**src/rtl/miner_pkg.sv**
```systemverilog
// miner_pkg: definitions shared by the hash target checker and its sub-block.
//   state_t      : scan FSM state encoding
//   HASH_WORDS   : 32-bit words per hash, word 0 most significant
//   FOUND_BIT /
//   NONCE_LSB    : field positions inside the one-word result record
//   make_record  : packs {found, 15'b0, nonce} into the result record
package miner_pkg;

  localparam int HASH_WORDS = 8;
  localparam int WORD_W     = 32;
  localparam int NONCE_W    = 16;
  localparam int FOUND_BIT  = 31;
  localparam int NONCE_LSB  = 0;

  typedef enum logic [2:0] {
    ST_IDLE    = 3'd0,
    ST_RD_REQ  = 3'd1,
    ST_RD_WAIT = 3'd2,
    ST_CMP     = 3'd3,
    ST_WRITE   = 3'd4,
    ST_DONE    = 3'd5
  } state_t;

  function automatic logic [WORD_W-1:0] make_record(input logic found,
                                                    input logic [NONCE_W-1:0] nonce);
    logic [WORD_W-1:0] rec;
    rec = 32'd0;
    rec[FOUND_BIT] = found;
    rec[NONCE_LSB +: NONCE_W] = nonce;
    return rec;
  endfunction

endpackage

```
**src/rtl/hash_word_cmp.sv**
```systemverilog
// hash_word_cmp: combinational unsigned compare of one 32-bit hash word
// against the matching 32-bit target word.
//   hash_word   in  32  word read back from memory
//   target_word in  32  target word at the same significance
//   cmp_res     out 3   {lt, eq, gt}, exactly one bit set
module hash_word_cmp
  import miner_pkg::*;
(
  input  logic [WORD_W-1:0] hash_word,
  input  logic [WORD_W-1:0] target_word,
  output logic [2:0]        cmp_res
);

  // one-hot relation of the hash word to the target word
  always_comb begin
    cmp_res = 3'b000;
    if (hash_word < target_word) begin
      cmp_res = 3'b100;
    end else if (hash_word == target_word) begin
      cmp_res = 3'b010;
    end else begin
      cmp_res = 3'b001;
    end
  end

endmodule

```
**config.mk**
```make
export PLATFORM = sky130hd
export DESIGN_NAME = hash_word_cmp
export DESIGN_NICKNAME = d
export VERILOG_FILES = /design/src/rtl/miner_pkg.sv /design/src/rtl/hash_word_cmp.sv
export SDC_FILE = /design/constraint.sdc
export NUM_CORES = 1
export LEC_CHECK = 0
export CAP_MARGIN = 20
export CELL_PAD_IN_SITES_DETAIL_PLACEMENT = 2
export CELL_PAD_IN_SITES_GLOBAL_PLACEMENT = 2
export CORE_ASPECT_RATIO = 0.75
export CORE_MARGIN = 3
export CORE_UTILIZATION = 18
export DETAILED_ROUTE_END_ITERATION = 6
export GPL_TIMING_DRIVEN = 0
export MAX_ROUTING_LAYER = met4
export PLACE_DENSITY_LB_ADDON = 0.1
export SLEW_MARGIN = 25
export SYNTH_ARGS = -nofsm -noshare
export SYNTH_HDL_FRONTEND = slang
export SYNTH_SLANG_ARGS = --single-unit
```
**constraint.sdc**
```tcl
create_clock -name vclk -period 3.9
set_input_delay 0.78 -clock vclk [all_inputs]
set_output_delay 0.78 -clock vclk [all_outputs]
set_load 0.005 [all_outputs]
```
== After elaboration in Yosys (flattened, before gate mapping) ==
Index checks and enable logic that the tools add are counted.

* Bits in registers: 0
* Bits of input ports: 64
* Output and inout port bits: 3
* Word-level logic and storage cells: 4

* $lt $le $gt $ge: 1
* Eq/ne operators: 1
* Multiplexer cells: 2

{| class="wikitable"
|+ Operators with widths
! operator !! count
|-
| 32-bit == test || 1
|-
| 32-bit < comparator || 1
|-
| 3-bit 2-to-1 mux || 1
|-
| 2-bit 2-to-1 mux || 1
|}

== Logic depth before layout (Yosys ltp) ==
* Depth after elaboration: 3
* Depth in mapped cells: 7
* Depth with buffers taken out: 7

== Worst setup path before layout ==
OpenSTA, ideal clock, no wires.

* Path type: input port to output port
* From: input target_word[14]
* To: output cmp_res[1]
* Arrival: 2117 ps
* Data required time: 3120 ps
* Setup slack: 1003 ps
* Stages: 7
* Path buffers: 0
* Cells stage by stage: inv_1 -> ha_1 -> a21oi_2 -> nand2_1 -> a221o_1 -> a211o_1 -> o2111a_1

* Word-level cells in the longest chain between the ends: 3
* Elaborated cells on any way between the ends: 4
* Classes of those cells: order compare: 1; eq/ne: 1; mux: 2

{| class="wikitable"
|+ Ends and longest elaborated chain
! item !! RTL line !! source
|-
| start: declaration || hash_word_cmp.sv:10 || <nowiki>input logic [WORD_W-1:0] target_word,</nowiki>
|-
| parallel branches: the longest is 2 deep, another holds 32-bit < comparator || -- ||
|-
| 3-bit 2-to-1 mux (*) || hash_word_cmp.sv:17 || <nowiki>if (hash_word < target_word) begin</nowiki>
|-
| end: declaration || hash_word_cmp.sv:11 || <nowiki>output logic [2:0] cmp_res</nowiki>
|}

Mark *: on every way between the ends.

== Worst setup path after layout ==
* From: input target_word[13]
* To: output cmp_res[1]

The elaborated chain is that of the path after synthesis.

==> flow_metrics.env <==
export IMPL_outcome="complete, no violations"
export IMPL_netlist_top_cell_by_area="ha_1"
export IMPL_die_height_um=65.8
export IMPL_design_area_um2=1660
export IMPL_clock_buffers=0
export IMPL_power_density_nw_per_um2=95.9
export IMPL_wl_um=3310
export IMPL_placementRows=21
export IMPL_ioPinCount=67
export IMPL_grt_overflow_total=0
export IMPL_cp_max_fo=4
export IMPL_avgSynthCellArea_um2=7.20
export IMPL_drtIter0Drc=12
export IMPL_vias_per_cell=4.41
export IMPL_synthTopCellsByArea="ha_1, inv_1, a21oi_1, and4_1, nand2_1"
export IMPL_leakagePower_nw=0.852
export IMPL_grt_first_pass_wirelength_um=5420
export IMPL_diodes=0
export IMPL_setup_viol=0
export IMPL_ys_warnings_count=0
export IMPL_fin_crit_sh=0.976
export IMPL_postCtsHoldBufs=0
export IMPL_period_minus_slack_ns=3.80
export IMPL_register_area_um2=0
export IMPL_yosysUniqueCellTypes=21
export IMPL_hold_viol=0
export IMPL_detail_route_antenna_nets=0
export IMPL_max_slew_worst_pin_slew_ns=0.380
export IMPL_crit_arrival_ns=3.02
export IMPL_track_usage=0.117
export IMPL_grt_max_degree=6
export IMPL_seq_area_frac_synth=0
export IMPL_drive_gt1_frac=0.0426
export IMPL_first_pass_iters=2
export IMPL_max_freq_mhz=263
export IMPL_start_kind="input pin"
export IMPL_fin_ws_ns=0.0955
export IMPL_wl_per_cell_um=13.5
export IMPL_drc=0
export IMPL_dpl_cell_area_um2=1600
export IMPL_hold_class="input pin to primary output"
export IMPL_final_core_utilization=0.367
export IMPL_core_area_um2=4520
export IMPL_synthesis_nets=215
export IMPL_vias=1081
export IMPL_gp_congestion=0.717
export IMPL_grt_pass1_vias=1296
export IMPL_area_growth_pct=93.7
export IMPL_drv_slew=0
export IMPL_layout_common_cells="clkdlybuf4s50_1, inv_1, ha_1"
export IMPL_postSynthCellCount=119
export IMPL_critical_path_endpoint_type="primary output"
export IMPL_worstPathRequired_ns=3.12
export IMPL_relSlewSlack=0.745
export IMPL_dieArea_um2=5630
export IMPL_ir_worst_vdd_mv=0.0262
export IMPL_critPathLaunch="target_word[13]"
export IMPL_dpl_worst_slack_ns=-0.0884
export IMPL_synth_area_um2=857
export IMPL_port_buffers=67
export IMPL_critPathKind="input pin to primary output"
export IMPL_min_from="target_word[23]"
export IMPL_max_cap_violations=0
export IMPL_layout_commonest_cell="clkdlybuf4s50_1"
export IMPL_finalPower_mw=0.159
export IMPL_synth_top_cell_area_share=0.467
export IMPL_dpl_hpwl_um=3100
export IMPL_start_util=0.190
export IMPL_nets=286
export IMPL_seq_cells=0
export IMPL_antenna_found_initial=0
export IMPL_die_w_um=85.7
==> repair_timing <==
item | in CTS | in global routing
pin swaps | 1 | 5
setup endpoints to repair | 3 | 2
resized for setup | 4 | 4
buffers inserted | 1 | 1
hold endpoints to repair | 0 | 0
==> cells in the mapped netlist <==
| cell | number |
|---|---|
| nor2b_1 | 1 |
| o22ai_1 | 1 |
| o21ai_1 | 1 |
| o2111a_1 | 1 |
| nand3_1 | 4 |
| inv_1 | 33 |
| nor2_1 | 1 |
| nor4b_2 | 1 |
| nand2_1 | 8 |
| o21ai_0 | 4 |
| nand4_1 | 3 |
| a211o_1 | 1 |
| ha_1 | 32 |
| a221o_1 | 1 |
| a21o_1 | 3 |
| a21oi_2 | 1 |
| and2_1 | 1 |
| and4_1 | 6 |
| nor3_1 | 1 |
| a21oi_1 | 13 |
| a221oi_1 | 2 |
==> per-layer routing <==
| layer | vias to the layer above | track usage | wire, um |
|---|---|---|---|
| met5 | - | - | 0 |
| met1 | 489 | 0.127 | 1380 |
| met2 | 33 | 0.246 | 1770 |
| met4 | 0 | 0 | 0 |
| li1 | 559 | - | - |
| met3 | 0 | 0.00877 | 158 |
==> critical path, cell delays in order <==
cell             delay [ns]
clkdlybuf4s50_1        0.46
inv_1                  0.05
ha_1                   0.28
nand4_1                0.22
nor2_1                 0.10
a221o_1                0.31
a211o_1                0.32
o2111a_1               0.25
dlygate4sd2_1          0.26
==> where the power goes <==
group	switching, mW	total, mW	internal (mW)
clock	0	0	0
sequential	0	0	0
combinational	0.0603	0.159	0.0990
==> final timing paths <==
path                    endpoint  slack, ns  depth (start not counted)
worst max-delay path  cmp_res[1]        0.1                          9
worst min-delay path  cmp_res[0]       2.53                          7
==> logic make-up after synthesis <==
group / synth area share
buf+inv: 0.145
fa+ha+maj: 0.467
compound gates: 0.204
simple gates: 0.184
==> cell type report <==
type	count	area (um^2)
Fill cell	537	2860
Inverter	33	124
Multi-Input combinational cell	86	779
Tap cell	57	71.3
Timing Repair Buffer	69	686
==> per-stage QoR <==
step	instances	TNS [ns]	hold WS [ns]
finish	245	0	2.53
detailed placement	243	-0.182	2.85
floorplan	119	0	1.87
CTS	244	0	2.64
global route	245	-0.0204	2.65
global placement	243	-0.00160	2.80
No activity file was read; power rests on OpenSTA's default activity.
==> patch: new RTL, same settings <==
Change the package constant `WORD_W` from 32 to 36.
--- a/src/rtl/miner_pkg.sv
+++ b/src/rtl/miner_pkg.sv
@@ -8,5 +8,5 @@
 
   localparam int HASH_WORDS = 8;
-  localparam int WORD_W     = 32;
+  localparam int WORD_W     = 36;
   localparam int NONCE_W    = 16;
   localparam int FOUND_BIT  = 31;
Interface: changed (resized hash_word and target_word); port bits go from 67 to 75. No check against the original RTL was run, so the function may have changed too.
==> patch against the original RTL <==
Worst hold slack got worse by 8.0 ps. Synthesized area rose by 11%. Power rose by 21%. Global-route usage fell by 0.075 points. Critical path depth rose by 2. Die area rose by 9.8%. Cell area rose by 20%. Wire length rose by 12%. Worst setup slack got worse by 6.0 ps. Critical path type unchanged. Critical endpoint is now cmp_res[0]. Largest cell class unchanged.
==> patch: results (changes against the original RTL) <==
[finish]
seq_cell_count=0  ; unchanged
num_antenna_cells=0  ; unchanged
drive_above_1_share_pct=14.01  ; +9.8 points
nNetsFinal=317  ; +11%
nClkBuffers=0  ; unchanged
fillers=572  ; +6.5%

[power]
ir_worst_vdd_v=0.00003038  ; +16%
p_leak_nw=0.9496  ; +11%

[synth]
yosysUniqueCellTypes=23  ; +9.5%
netlist_top_cells_area=ha_1 47%, inv_1 15%, a21oi_1 8.4%, nand2_1 4.0%, a2111oi_4 2.9%
yosysWarningCount=0  ; unchanged
syn-num-nets=237  ; +10%
ys_top_cells_by_count=37 x inv_1, 36 x ha_1, 16 x a21oi_1, 10 x nand2_1
syn_area_per_cell_um2=7.352  ; +2.1%
ys_seq_area_share_pct=0  ; unchanged

[global_routing]
grt_max_degree=4  ; -2
grt_pass1_wl_um=5927  ; +9.3%
grt_pass1_vias=1323  ; +2.1%
antenna_found_initial=0  ; unchanged
grt.total_usage_pct=11.66  ; -0.075 points

[status]
status=complete, no violations

[drt]
wire_per_inst_um=13.28  ; -1.6%
detail_route.first_pass.iterations=2  ; unchanged
vias=1160  ; +7.3%
drtIter0Drc=10  ; -2
drt_wl_total_um=3704  ; +12%

[critical_path]
crit_arrival_ps=3030  ; about the same
critPathMaxFanout=2  ; -2
path_delay_family=compound AO/OA/AOI/OAI gates
crit_path_max_incr_delay_ps=450
slowest_stage=clkdlybuf4s50_1

[clocking]
post_cts_buffers=0  ; -1
ctsResizeCount=4  ; unchanged

[place]
dpl-instance-area_mm2=0.001789  ; +12%
portBuffers=75  ; +12%
dp_slack_ps=-276.2  ; -187.8 ps
dp_cells=276  ; +14%
gp_congestion=0.6806  ; -5.1%
dpl.hpwl_um=3374  ; +8.7%

[worst_hold_path]
min_path_type=input pin to primary output

[timing]
timing.final.crit_share_pct=97.71  ; +0.15 points
tightest_slew_ps=282.7  ; -97.43 ps

[patch: logic make-up after synthesis]
group / share of synthesized area [%]
compound gates: 21.11
fa+ha+maj: 47.49
buf+inv: 14.64
simple gates: 16.76
[patch: path summary, 6_finish.rpt]
kind | start | endpoint | slack, ps | cells past startpoint
min | target_word[2] | cmp_res[0] | 2520 | 6
max | target_word[8] | cmp_res[0] | 90 | 11
[patch: report_power, final]
| group | leakage [nW] | internal, W | switching, W |
|---|---|---|---|
| logic | 0.950 | 0.000119 | 0.0000739 |
| clock network | 0 | 0 | 0 |
| registers | 0 | 0 | 0 |
| total | 0.950 | 0.000119 | 0.0000739 |
[patch: cell type report]
type | instances | area, µm² | area share, %
repair buffers | 78 | 768.2 | 38.62
inverters | 37 | 138.9 | 6.981
well taps | 72 | 90.09 | 4.528
multi-input cells | 92 | 992.2 | 49.87
[patch: metal layers]
layer	share of wire [%]	vias up	track usage, %
met4	0	0	0
met1	45	520	14.17
li1	-	603	-
met3	5.2	0	1.410
met2	50	37	22.57
met5	0	-	-
